`config.mk`:
```
export PLATFORM = sky130hd
export DESIGN_NAME = alu_exec_unit
export DESIGN_NICKNAME = d
export VERILOG_FILES = /design/src/rtl/mips_pkg.sv /design/src/rtl/alu_op_decode.sv /design/src/rtl/alu_exec_unit.sv
export SDC_FILE = /design/constraint.sdc
export NUM_CORES = 1
export LEC_CHECK = 0
export ABC_AREA = 1
export BUFFER_PORTS_ARGS = -buffer_cell sky130_fd_sc_hd__buf_2
export CAP_MARGIN = 25
export CORE_UTILIZATION = 30
export DETAILED_ROUTE_END_ITERATION = 10
export SYNTH_ARGS = -nofsm -noshare
export SYNTH_HDL_FRONTEND = slang
export SYNTH_SLANG_ARGS = --single-unit
```
`constraint.sdc`:
```
create_clock -name clk -period 6.21 [get_ports clk]
set_input_delay 0.621 -clock clk [delete_from_list [all_inputs] [get_ports clk]]
set_output_delay 0.621 -clock clk [all_outputs]
set_load 0.01 [all_outputs]
```
`src/rtl/mips_pkg.sv`:
```
// Shared MIPS execute-stage definitions: control encodings, internal op set, FSM states.
package mips_pkg;

  // ALU class codes driven by main control
  localparam logic [2:0] UC_RTYPE = 3'b111;
  localparam logic [2:0] UC_ADDI  = 3'b000;
  localparam logic [2:0] UC_ANDI  = 3'b101;
  localparam logic [2:0] UC_SLTI  = 3'b010;
  localparam logic [2:0] UC_ORI   = 3'b110;

  // R-type funct field codes
  localparam logic [5:0] FN_ADD   = 6'b100000;
  localparam logic [5:0] FN_SUB   = 6'b100010;
  localparam logic [5:0] FN_AND   = 6'b100100;
  localparam logic [5:0] FN_OR    = 6'b100101;
  localparam logic [5:0] FN_SLT   = 6'b101010;
  localparam logic [5:0] FN_MULTU = 6'b011001;
  localparam logic [5:0] FN_DIVU  = 6'b011011;
  localparam logic [5:0] FN_MFHI  = 6'b010000;
  localparam logic [5:0] FN_MFLO  = 6'b010010;

  typedef enum logic [3:0] {
    OP_ADD, OP_SUB, OP_AND, OP_OR, OP_SLT,
    OP_MULTU, OP_DIVU, OP_MFHI, OP_MFLO, OP_ILL
  } op_e;

  typedef enum logic [1:0] {
    ST_IDLE, ST_BUSY, ST_DONE
  } state_e;

  // True for ops that run on the iterative multiply/divide datapath
  function automatic logic is_iterative(op_e op);
    return (op == OP_MULTU) || (op == OP_DIVU);
  endfunction

endpackage

```
`src/rtl/alu_op_decode.sv`:
```
// Combinational decode of (ALU class, funct) into the internal op set.
// Kept standalone so hazard detection can reuse the same decode.
module alu_op_decode
  import mips_pkg::*;
(
  input  logic [2:0] uc_i,
  input  logic [5:0] funct_i,
  output op_e        op_o
);

  // Map class/funct to an op; anything unrecognised is illegal
  always_comb begin
    op_o = OP_ILL;
    case (uc_i)
      UC_RTYPE: begin
        case (funct_i)
          FN_ADD:   op_o = OP_ADD;
          FN_SUB:   op_o = OP_SUB;
          FN_AND:   op_o = OP_AND;
          FN_OR:    op_o = OP_OR;
          FN_SLT:   op_o = OP_SLT;
          FN_MULTU: op_o = OP_MULTU;
          FN_DIVU:  op_o = OP_DIVU;
          FN_MFHI:  op_o = OP_MFHI;
          FN_MFLO:  op_o = OP_MFLO;
          default:  op_o = OP_ILL;
        endcase
      end
      UC_ADDI: op_o = OP_ADD;
      UC_ANDI: op_o = OP_AND;
      UC_SLTI: op_o = OP_SLT;
      UC_ORI:  op_o = OP_OR;
      default: op_o = OP_ILL;
    endcase
  end

endmodule

```
`src/rtl/alu_exec_unit.sv`:
```
// Execute-stage ALU: registered single-cycle integer ops plus iterative
// unsigned multiply/divide into HI/LO, behind a valid/ready handshake.
module alu_exec_unit
  import mips_pkg::*;
#(
  parameter int W = 32
) (
  input  logic         clk,
  input  logic         rst,
  input  logic         in_valid,
  output logic         in_ready,
  input  logic [2:0]   uc,
  input  logic [5:0]   funct,
  input  logic [W-1:0] a,
  input  logic [W-1:0] b,
  output logic         out_valid,
  output logic         out_wr,
  output logic [W-1:0] result,
  output logic         err
);

  localparam int CW = $clog2(W + 1);

  op_e           dec_op;
  state_e        state_q, state_d;
  logic [CW-1:0] cnt_q, cnt_d;
  logic          accept;

  // Iterative datapath: acc holds {HI-side, LO-side} working bits, m the fixed operand
  logic [2*W-1:0] acc_q;
  logic [W-1:0]   m_q;
  logic           is_div_q;
  logic [W-1:0]   hi_q, lo_q;

  logic           out_valid_q, out_wr_q, err_q;
  logic [W-1:0]   result_q;

  // Shared W+1-bit adder/subtractor and per-step next value of acc
  logic [W:0]     add_x, add_y, add_s;
  logic           add_sub, add_co;
  logic [W+1:0]   add_full;
  logic [W-1:0]   rem_n;
  logic [2*W-1:0] acc_step;
  logic [W-1:0]   sc_result;

  alu_op_decode u_dec (
    .uc_i    (uc),
    .funct_i (funct),
    .op_o    (dec_op)
  );

  assign in_ready = (state_q == ST_IDLE);
  assign accept   = in_valid && in_ready;

  // FSM state and iteration counter register
  always_ff @(posedge clk) begin
    if (rst) begin
      state_q <= ST_IDLE;
      cnt_q   <= '0;
    end else begin
      state_q <= state_d;
      cnt_q   <= cnt_d;
    end
  end

  // Next state: iterative ops spend W cycles in BUSY, then one DONE cycle
  always_comb begin
    state_d = state_q;
    cnt_d   = cnt_q;
    case (state_q)
      ST_IDLE: begin
        if (accept && is_iterative(dec_op)) begin
          state_d = ST_BUSY;
          cnt_d   = CW'(W);
        end
      end
      ST_BUSY: begin
        cnt_d = cnt_q - CW'(1);
        if (cnt_q == CW'(1)) state_d = ST_DONE;
      end
      ST_DONE: state_d = ST_IDLE;
      default: state_d = ST_IDLE;
    endcase
  end

  // One shift-add (multiply) or restoring-subtract (divide) step.
  // Divide uses the adder's carry-out as "no borrow", which also makes a
  // zero divisor fall out naturally as quotient all-ones, remainder a.
  always_comb begin
    add_sub  = is_div_q;
    add_x    = is_div_q ? {acc_q[2*W-1:W], acc_q[W-1]} : {1'b0, acc_q[2*W-1:W]};
    add_y    = add_sub ? ~{1'b0, m_q} : {1'b0, m_q};
    add_full = {1'b0, add_x} + {1'b0, add_y} + {{(W+1){1'b0}}, add_sub};
    add_s    = add_full[W:0];
    add_co   = add_full[W+1];
    rem_n    = add_co ? add_s[W-1:0] : add_x[W-1:0];
    if (is_div_q) begin
      acc_step = {rem_n, acc_q[W-2:0], add_co};
    end else if (acc_q[0]) begin
      acc_step = {add_s, acc_q[W-1:1]};
    end else begin
      acc_step = {1'b0, acc_q[2*W-1:W], acc_q[W-1:1]};
    end
  end

  // Result of the single-cycle ops
  always_comb begin
    sc_result = '0;
    case (dec_op)
      OP_ADD:  sc_result = a + b;
      OP_SUB:  sc_result = a - b;
      OP_AND:  sc_result = a & b;
      OP_OR:   sc_result = a | b;
      OP_SLT:  sc_result = {{(W-1){1'b0}}, ($signed(a) < $signed(b))};
      OP_MFHI: sc_result = hi_q;
      OP_MFLO: sc_result = lo_q;
      default: sc_result = '0;
    endcase
  end

  // Datapath, HI/LO and registered outputs; outputs hold between pulses
  always_ff @(posedge clk) begin
    if (rst) begin
      acc_q       <= '0;
      m_q         <= '0;
      is_div_q    <= 1'b0;
      hi_q        <= '0;
      lo_q        <= '0;
      out_valid_q <= 1'b0;
      out_wr_q    <= 1'b0;
      err_q       <= 1'b0;
      result_q    <= '0;
    end else begin
      out_valid_q <= 1'b0;
      if (accept) begin
        case (dec_op)
          OP_MULTU: begin
            acc_q    <= {{W{1'b0}}, b};
            m_q      <= a;
            is_div_q <= 1'b0;
          end
          OP_DIVU: begin
            acc_q    <= {{W{1'b0}}, a};
            m_q      <= b;
            is_div_q <= 1'b1;
          end
          default: begin
            out_valid_q <= 1'b1;
            out_wr_q    <= (dec_op != OP_ILL);
            err_q       <= (dec_op == OP_ILL);
            result_q    <= sc_result;
          end
        endcase
      end
      if (state_q == ST_BUSY) begin
        acc_q <= acc_step;
        if (cnt_q == CW'(1)) begin
          hi_q        <= acc_step[2*W-1:W];
          lo_q        <= acc_step[W-1:0];
          out_valid_q <= 1'b1;
          out_wr_q    <= 1'b0;
          err_q       <= 1'b0;
          result_q    <= '0;
        end
      end
    end
  end

  assign out_valid = out_valid_q;
  assign out_wr    = out_wr_q;
  assign err       = err_q;
  assign result    = result_q;

endmodule

```
# Word level (Yosys, flattened, before mapping)
# Cells that the tools add are included.
[op_classes]
n_addsub = 5
magnitude_cmp = 1
n_eq_ne = 27
mux = 34
bitwise_logic = 3
n_reduce_logical = 16
[ops]
columns = ["cell", "count"]
rows = [
  ["2-to-1 mux 64 bit", 4],
  ["case mux 32 bit (7 select lines)", 1],
  ["2-to-1 mux 32 bit", 5],
  ["case mux 64 bit (2 select lines)", 1],
  ["2-to-1 mux 33 bit", 2],
  ["case mux 32 bit (2 select lines)", 1],
  ["case mux 4 bit (9 select lines)", 1],
  ["adder 33 x 33 -> 34 bit", 1],
  ["adder 34 x 1 -> 34 bit", 1],
  ["NOT 32 -> 33 bit", 1],
  ["adder 32 bit", 1],
  ["bitwise AND 32 bit", 1],
  ["< comparator 32 bit", 1],
  ["OR 32 bit", 1],
  ["subtractor 32 bit", 1],
  ["equality test 6 bit, second input constant", 5],
  ["equality test 6 x 5 -> 1 bit, second input constant", 4],
  ["case mux 4 bit (5 select lines)", 1],
  ["equality test 4 x 3 -> 1 bit, second input constant", 4],
  ["2-to-1 mux 1 bit", 12],
  ["case mux 6 bit (2 select lines)", 1],
  ["AND reduction 2 bit", 5],
  ["equality test 3 bit, second input constant", 3],
  ["equality test 4 x 2 -> 1 bit, second input constant", 2],
  ["21 further kinds", 26],
]
[word_totals]
regBits = 204
word_cells = 97

# Logic depth before layout (Yosys ltp)
# Gate-level depths: netlist of the first run.
[logic_depth]
ltp_word = 9
ltp_mapped = 24
depth_no_buf = 22

# Cells and area by module
# A second synthesis of the first run with hierarchy kept.
[hier_totals]
cells_unflattened = 3008
area_unflattened_um2 = 18154.9
[modules_own_cells]
columns = ["mod", "n_inst", "cells_per_inst", "area_per_inst_um2", "seq_area_each_um2"]
rows = [
  ["alu_exec_unit", 1, 2953, 17918.4, 4083.9],
  ["alu_op_decode", 1, 55, 236.5, 0.0],
]

# Worst setup path after synthesis of the first run
# OpenSTA, ideal clock, no wires.
[synth_timing]
kind = "reg-to-reg"
startpoint = "reg is_div_q, in the netlist add_sub"
endpoint = "reg acc_q[45]"
arrival_time_ns = 3.470
t_required_ns = 6.078
slack_ns = 2.607
stages_incl_launch_ff = 20
n_path_buf = 5
synth_period_minus_slack_ns = 3.603
cell_sequence = "dfxtp_1 > buf_2 > buf_1 > buf_1 > buf_1 > xor2_1 > ha_1 > a21oi_1 > o21ai_0 > a21oi_1 > nor2_1 > nor2_1 > nand3_2 > inv_1 > clkbuf_1 > nand2_1 > nand3_1 > nand2_1 > nand2_1 > a21oi_1"
[synth_via]
elab_chain_cells = 6
[synth_rtl]
columns = ["element", "line_no", "text"]
rows = [
  ["start: declaration", "alu_exec_unit.sv:32", "logic is_div_q;"],
  ["start signal: assignment", "alu_exec_unit.sv:126", "is_div_q <= 1'b0;"],
  ["start signal: assignment", "alu_exec_unit.sv:140", "is_div_q <= 1'b0;"],
  ["start signal: assignment", "alu_exec_unit.sv:145", "is_div_q <= 1'b1;"],
  ["2-to-1 mux 33 bit, on equally long branches", "alu_exec_unit.sv:91, alu_exec_unit.sv:92", ""],
  ["adder 33 x 33 -> 34 bit", "alu_exec_unit.sv:93", "add_full = {1'b0, add_x} + {1'b0, add_y} + {{(W+1){1'b0}}, add_sub};"],
  ["adder 34 x 1 -> 34 bit", "alu_exec_unit.sv:93", ""],
  ["2-to-1 mux 64 bit / 2-to-1 mux 32 bit (equally long branches)", "alu_exec_unit.sv:99, alu_exec_unit.sv:96", ""],
  ["2-to-1 mux 64 bit *", "alu_exec_unit.sv:97", "if (is_div_q) begin"],
  ["2-to-1 mux 64 bit *", "alu_exec_unit.sv:155", "if (state_q == ST_BUSY) begin"],
  ["end signal: assignment", "alu_exec_unit.sv:138", "acc_q <= {{W{1'b0}}, b};"],
  ["end signal: assignment", "alu_exec_unit.sv:143", "acc_q <= {{W{1'b0}}, a};"],
  ["end signal: assignment", "alu_exec_unit.sv:156", "acc_q <= acc_step;"],
  ["end: declaration", "alu_exec_unit.sv:30", "logic [2*W-1:0] acc_q;"],
]
# Every way passes the cells marked *; elsewhere a longest branch is shown, timed or not.
# A chain may end at the register's enable or synchronous reset.

# Worst setup path in the final report of the first run
[layout_timing]
startpoint = "reg is_div_q, in the netlist add_sub"
endpoint = "reg acc_q[0]"
[layout_via]
elab_chain_cells = 5
[layout_rtl]
columns = ["element", "line_no"]
rows = [
  ["2-to-1 mux 33 bit, on equally long branches", "alu_exec_unit.sv:91, alu_exec_unit.sv:92"],
  ["adder 33 x 33 -> 34 bit", "alu_exec_unit.sv:93"],
  ["adder 34 x 1 -> 34 bit", "alu_exec_unit.sv:93"],
  ["2-to-1 mux 64 bit *", "alu_exec_unit.sv:97"],
  ["2-to-1 mux 64 bit *", "alu_exec_unit.sv:155"],
]
# Marked as above.

==> results of run 1 <==
## state kept, by name (all words and copies together), names as in the netlist
signal and count:
acc_q 64, hi_q 32, lo_q 32, m_q 32
result 32, cnt_q 6, state_q 2, add_sub 1
err 1, out_valid 1, out_wr 1
## worst max-delay path by stage
stage	startpoint	endpoint	slack (ns)	cells after the start
after CTS	add_sub	acc_q[0]	2.27	19
after floorplan	add_sub	acc_q[45]	2.61	19
after global placement	add_sub	acc_q[0]	2.27	15
after global routing	add_sub	acc_q[0]	1.90	19
final	add_sub	acc_q[0]	2.24	19
after detailed placement	add_sub	acc_q[0]	2.30	19
## final cells by class
type / count / area (um2)
well taps: 837 / 1047
inverters: 413 / 1550
flip-flops and latches: 204 / 4088
fillers: 7129 / 41080
multi-input cells: 2522 / 12640
clock inverters: 6 / 65.06
clock buffers: 33 / 663.1
diodes: 2 / 5.005
repair buffers: 136 / 795.8
## stage by stage
stage          hold WS [ns]  std cells
2_1_floorplan        0.4262       3285
3_3_place_gp         0.4377       4109
3_5_place_dp         0.4393       4111
4_1_cts              0.3839       4150
5_1_grt              0.3984       4152
6_report             0.3991       4153
## layer usage
layer / vias up / global-route usage [%] / routed length [um]
li1: 10413 / - / -
met1: 9244 / 28.26 / 31860
met2: 534 / 36.87 / 32500
met3: 116 / 0.9663 / 2916
met4: 0 / 9.264 / 3089
met5: - / 0 / 0
## worst min-delay path, cell delays in order
cell	delay [ns]
buf_2	0.12
nand2_1	0.06
a31oi_1	0.07
## cell families after synthesis
| group | share of synthesized area [%] |
|---|---|
| adder cells (fa/ha/maj) | 9.005 |
| XOR/XNOR | 3.853 |
| buffers and inverters | 11.53 |
| AND/OR/NAND/NOR | 37.52 |
| AO/OA/AOI/OAI | 16.40 |
| flip-flops | 21.64 |
| multiplexers | 0.05305 |
## placed cells by master, fill, tap and decap left out, types with 22 or more instances in the layout
master,instances
a21oi_1,194
a31oi_1,31
buf_2,111
buf_4,22
clkbuf_16,23
dfxtp_1,203
ha_1,131
inv_1,409
nand2_1,1173
nand3_1,160
nand4_1,44
nor2_1,318
o211ai_1,23
o21ai_0,215
xor2_1,62
## power groups by stage
stage	Combinational (mW)	Clock, mW	Sequential, mW
after floorplan	0.629	0	1.40
after CTS	0.974	1.38	1.37
final	0.985	1.36	1.37
after global placement	0.967	0	1.40
after global routing	1.09	1.43	1.37
after detailed placement	0.969	0	1.40
==> results, run 1 <==
- Setup violations remaining at the end of the flow were counted as 0.
- Of all nets on the critical path, the largest fanout is 164.
- A synthesized cell averages 5.744 um2.
- Timing would allow up to 252.1 MHz.
- The final total power is 3.719 mW.
- The overall die height is 252.8 um.
- The hold path depth is 3.
- The max-slew headroom at the worst pin is 29.69%.
- The first global-routing pass estimated 108000 um of wire.
- For the worst-skew pair, the clock arrives at the later sink with an insertion delay of 0.53 ns.
- From synthesis to final layout, the design area changed by 10.54%.
- The relative contribution of sequential cells to total power is 36.9%.
- Counting instances in the post-synthesis netlist gives the leading cell types as 1173 x nand2_1, 409 x inv_1, 322 x nor2_1, 215 x o21ai_0, 204 x dfxtp_1.
- Setup repair after global routing left no endpoint under its margin.
- The width of the die is 252.8 um.
- The buffer levels on the longest clock path is 3.
- The clock period minus worst slack is 3.966 ns.
- Net switching is 34.87% of the power.
- Hold repair after CTS inserted 0 buffers.
- The number of nets in the layout is 3509.
- The initial antenna violation count is 1.
- Cell internal power was estimated by the tool at 2.422 mW.
- The utilization of the core after routing is 33.67%.
- For hold timing, the worst endpoint is m_q[5].
- After clock tree synthesis, the clock-pin slew on the worst setup and hold paths is 0.07 ns.
- The total nets after synthesis is 3495.
- The clock arrives with 0.01488 ns of skew.
- The kind of start point of the critical path is a register.
- The flip-flop and latch count after synthesis is 204.
- The post-detailed-route count of antenna-violating nets is 0.
- The kind of capture point of the worst setup path is a register.
- Summed over all layers, the global routing overflow is 0.
- The number of max-slew violations in the final report is 0.
- The pin count of the biggest net entering global routing is 165.
- Prior to clock tree synthesis, the placed netlist has a worst setup slack of 2.299 ns.
- Summed over all layers, the routed wires come to 70370 um.
- In this design, the critical path's most frequently occurring cell is nand2_1.
- The launch instance of the worst min-delay path is b[5].
- Buffers inserted during clock tree synthesis total 22.
- The cell leakage power is 10.78 nW.
- The maximum level of the CTS H-tree is 1.
- The type of the worst setup path is register to register.
- The weighted congestion reported at the end of routability-driven placement is 0.9850.
- The number of global-route vias before repair is 19046.
- In the final routed layout, each cell accounts on average for 16.94 um.
- The die covers 0.06391 mm2.
- The top-level I/O count is 112.
- The iteration count of the initial detailed-routing pass is 5.
- The top cell type by area accounts for 23.33% of the synthesized area.
- Synthesis handed over a netlist of 3285 instances.
- The worst-case IR drop observed on VDD is 0.1528 mV.
- Counting flops with an async set or reset pin after synthesis yields a share of 0%.
- Buffers added to address setup during post-CTS repair amount to 0.
- The transition at the pin with the smallest max-transition slack is 1.051 ns.
- The critical path contains buffers and inverters numbering 5 combined.
- In this run the cell area measured after placement is 0.02010 mm2.
- The final count of hold timing violations came to 0.
- The setup total negative slack is 0 ns.
- The count of flip-flops with a built-in enable after synthesis is 0.
- The capture instance of the worst register-to-register path is acc_q[0].
- The core footprint is 0.06194 mm2.
- The worst path meets setup with 2.244 ns of slack.
- The most area-hungry cell type in the Yosys netlist is nand2_1.
- Counting cells, the worst reg-to-reg path comes to 19.
- For the worst setup path, the data required time is 6.64 ns.
- CTS saw 204 sinks.
- The combinational group share of total power is 26.5%.
- The signal on the critical path passes through buf_12 > nor2_1 > a21oi_1 > inv_1 > ha_1 > nand2_1 > inv_1 > a21oi_1 > nand2_1 > nand2_1 > nand2_1 > nand2_1 > nand3_2 > inv_1 > o21ai_0 > nand2_1 > nand3_1 > nand2_1 > inv_1.
- The clock tree root buffer cell is clkbuf_16.
- For this run, the total global-route usage over all layers was measured as 21.61%.
- The count of input and output buffers is 111.
- Ranked by total cell area, the synthesized netlist is headed by nand2_1 23%, dfxtp_1 22%, ha_1 8.7%.
- After routing the design area is 0.02086 mm2.
- For the worst setup path, the data arrival time is 4.39 ns.
- The register-to-register path setup slack is 2.24 ns.
- The number of rows created at floorplan is 91.
- The flow ran to the end, and the final reports show no timing, DRC or antenna violations.
- The synthesis warning total is 0.
- The wire-length estimate of the detail-placed layout is 56120 um.
- The family with the most delay on the worst path is buffers and inverters.
- The netlist area before placement is 0.01887 mm2.
- The clock network accounts for 36.6% of the total power.
- The cell with the largest stage delay on the worst path is inv_1.
- In the final layout, the share of cells above drive strength 1 is 5.975%.
- The via total after detailed routing is 20307.
- The total power per unit cell area is 178.3 mW/mm2.
- TritonCTS built the clock tree.
- The leading cell type by number of instances after synthesis is nand2_1.
- Max-cap violations in this run came to 0.
- In this run, post-CTS repair resized a total of 0 instances.
- The initial utilization of the core area, before any placement, comes to 30.46%.
- The longest individual stage delay on the worst path is 0.59 ns.
- Sequential cells were found to cover 21.64% of the synthesized design area.
- The average vias per placed instance is 4.890.
- The net switching power figure is 1.297 mW.
- The share of the cycle needed by the critical path after routing is 63.87%.
- The path class of the tightest hold or removal check is input port to register.
- The count of cell types in the netlist is 44.
- The worst register-to-register path begins at add_sub.
- In the routed design, unresolved DRC markers number 0.
- In this run, the number of DRC markers left after iteration 0 of detailed routing was 1500.
- In the synthesized netlist the dominant register cell turns out to be dfxtp_1.
No activity file was read; power rests on OpenSTA's default activity.
==> inputs of run 2 (changes only) <==
==> constraint.sdc (replaced) <==
create_clock -name clk -period 4.1 [get_ports clk]
set_input_delay 0.41 -clock clk [delete_from_list [all_inputs] [get_ports clk]]
set_output_delay 0.41 -clock clk [all_outputs]
set_load 0.01 [all_outputs]
==> run 2 against run 1 <==
Compared with the run above: utilization is 0.32 points higher; critical path depth up 1; clock skew grew 0.015 ns; register-to-register slack lost 1.8 ns; design area rose by 0.95%; highest routed layer unchanged.
==> results, run 2 (synthesized netlist as in run 1, its figures left out) <==
- The number of sinks driven by the clock tree is 204 (unchanged).
- Unrepaired setup endpoints after global routing: no (unchanged).
- The DRC violations left came to 0 (unchanged).
- The type of the most critical hold path is input port to register (unchanged).
- The sum of routed wire length over all layers is 70660 um (was 70370 um).
- The most flop-heavy register was acc_q (unchanged).
- The maximum level of the CTS H-tree is 1 (unchanged).
- The commonest non-fill, non-tap cell in the layout was nand2_1 (unchanged).
- The number of clock buffers inserted by TritonCTS was 23 (was 22).
- The maximum clock frequency is 275.8 MHz (was 252.1 MHz).
- The final total power came to 5.869 mW (was 3.719 mW).
- The routed length per instance is 16.96 um (was 16.94 um).
- The number of gates given a new drive strength after cts is 0 (unchanged).
- The transition at the pin with the smallest max-transition slack came to 0.8544 ns (was 1.051 ns).
- The setup total negative slack is 0 ns (unchanged).
- The final count of hold timing violations was 0 (unchanged).
- The overall die height came to 252.8 um (unchanged).
- The iteration count of the initial detailed-routing pass is 7 (was 5).
- The number of DRC markers after the initial detailed-route iteration came to 1575 (was 1500).
- The type of the worst setup path is register to register (unchanged).
- The post-detailed-route count of antenna-violating nets was 0 (unchanged).
- The number of nets in the layout was 3524 (was 3509).
- The buffer levels on the longest clock path is 3 (unchanged).
- The maximum vdd ir drop is 0.3303 mV (was 0.1528 mV).
- The clock period minus worst slack is 3.626 ns (was 3.966 ns).
- The number of global-route vias before repair is 19374 (was 19046).
- The number of rows created at floorplan is 91 (unchanged).
- The share of layout cells above drive strength 1 is 6.458% (was 5.975%).
- The required time at the endpoint of the critical path is 4.51 ns (was 6.64 ns).
- The weighted congestion reported at the end of routability-driven placement is 0.9614 (was 0.9850).
- The top-level I/O count is 112 (unchanged).
- The width of the die came to 252.8 um (unchanged).
- The arrival time at the worst endpoint came to 4.04 ns (was 4.39 ns).
- The count of input and output buffers came to 111 (unchanged).
- The kind of capture point of the worst setup path is a register (unchanged).
- Result of the run: complete, no violations (unchanged).
- The clock-pin transition on the worst setup and hold timing paths is 0.06 ns (was 0.07 ns).
- The effective utilization at floorplan is 30.46% (unchanged).
- The average vias per placed instance came to 4.911 (was 4.890).
- The flip-flop count of the largest register, all copies and words added was 64 (unchanged).
- The setup violation total in the final timing report is 0 (unchanged).
- The final global-route overflow total is 0 (unchanged).
- The clock tree root buffer cell is clkbuf_16 (unchanged).
- The cell leakage power is 10.88 nW (was 10.78 nW).
- The share of the cycle needed by the critical path after routing is 88.43% (was 63.87%).
- The TritonCTS clock tree is yes (unchanged).
- The utilization of the core after routing came to 34.00% (was 33.67%).
- The number of maximum-capacitance violations is 0 (unchanged).
- The post-cts hold buffer count is 0 (unchanged).
- The final setup skew is 0.02951 ns (was 0.01488 ns).
- The via total after detailed routing is 20466 (was 20307).
- The first-pass GRT wire length is 109900 um (was 108000 um).
- The max-slew headroom at the worst pin came to 43.04% (was 29.69%).
- The initial antenna violation count is 1 (unchanged).
- The core footprint is 0.06194 mm2 (unchanged).
- The top fanout value on the critical path is 17 (was 164).
- The pin count of the biggest net entering global routing is 84 (was 165).
- Top library cells by usage in the layout, fill and taps aside: 1173 x nand2_1, 409 x inv_1, 318 x nor2_1 (unchanged).
- The number of setup buffers added after CTS was 0 (unchanged).
- The clock insertion delay at the later pin of the skew report was 0.54 ns (was 0.53 ns).
- The HPWL reported at the end of detailed placement was 56420 um (was 56120 um).
- The kind of start point of the critical path is a register (unchanged).
- The area of the die was 0.06391 mm2 (unchanged).
- The number of max-slew violations in the final report was 0 (unchanged).
- The total power per unit cell area is 278.7 mW/mm2 (was 178.3 mW/mm2).
- The signed area change from the synthesized netlist to the final layout is 11.59% (was 10.54%).
- The total routing usage reported by global routing came to 21.90% (was 21.61%).
-- run 2: cell types whose count changed in the layout (fill, tap and decap cells not counted) --
cell | before | now
buf_4 | 22 | 35
bufinv_16 | 1 | 5
clkbuf_8 | 5 | 2
buf_12 | 1 | 3
clkbuf_1 | 5 | 3
buf_16 | 2 | 1
clkinv_2 | 2 | 1
clkinv_4 | 1 | 2
clkinvlp_4 | 1 | 2
diode_2 | 2 | 1
inv_6 | 1 | 2
-- run 2: power by group --
group | total [mW] | leakage (nW) | switching, mW | internal (mW)
registers | 2.08 | 1.65 | 0.0412 | 2.04
logic | 1.50 | 8.83 | 1.05 | 0.449
clock network | 2.29 | 0.394 | 0.904 | 1.39
-- run 2: area by class of cell --
| type | instances | area, um2 |
|---|---|---|
| clock inverter | 12 | 205.2 |
| antenna | 1 | 2.502 |
| timing repair buffer | 150 | 905.9 |
| fill | 7030 | 40880 |
| inverter | 413 | 1550 |
| tap | 837 | 1047 |
| sequential | 204 | 4088 |
| multi-input combinational | 2522 | 12640 |
| clock buffer | 28 | 614.3 |
-- run 2: worst paths after layout --
path,from,to,slack [ns],cells past startpoint
worst min register to register,lo_q[18],lo_q[18],0.45,2
worst min-delay path,b[4],m_q[4],0.17,3
worst max-delay path,add_sub,hi_q[27],0.47,20
worst max register to register,add_sub,hi_q[27],0.47,20
-- run 2: through the flow --
stage | hold slack (ns) | worst slack [ns] | cells | cell area (um2)
after global placement | 0.4364 | 0.5530 | 4125 | 20210
final | 0.1699 | 0.4745 | 4167 | 21060
after global routing | 0.1763 | 0.1355 | 4166 | 21050
after CTS | 0.1596 | 0.5037 | 4165 | 21030
after floorplan | 0.4262 | 0.4973 | 3285 | 18870
after detailed placement | 0.4394 | 0.5137 | 4125 | 20210
-- run 2: critical path, cell delays in order, from the launching register on --
cell     delay (ns)
dfxtp_4        0.35
inv_1          0.44
buf_4          0.29
nand2_1        0.08
and2_1         0.25
fa_1           0.48
nand2_1        0.08
nand2_1        0.05
o21ai_0        0.14
inv_1          0.17
nand2_1        0.09
nand2_1        0.14
nand2_1        0.10
nand2_1        0.10
nand2_1        0.13
nand2_1        0.08
nand2_1        0.08
nand3_1        0.09
nand2_1        0.11
nand2_1        0.08
a22o_1         0.17
-- run 2: layer usage --
layer	GRT usage, %	wire length, um	part of all wire (%)	vias to the layer above
met1	28.67	31660	45	9307
met3	1.521	3224	4.6	122
li1	-	-	-	10463
met4	8.918	3037	4.3	0
met2	37.14	32730	46	574
met5	0	0	0	-
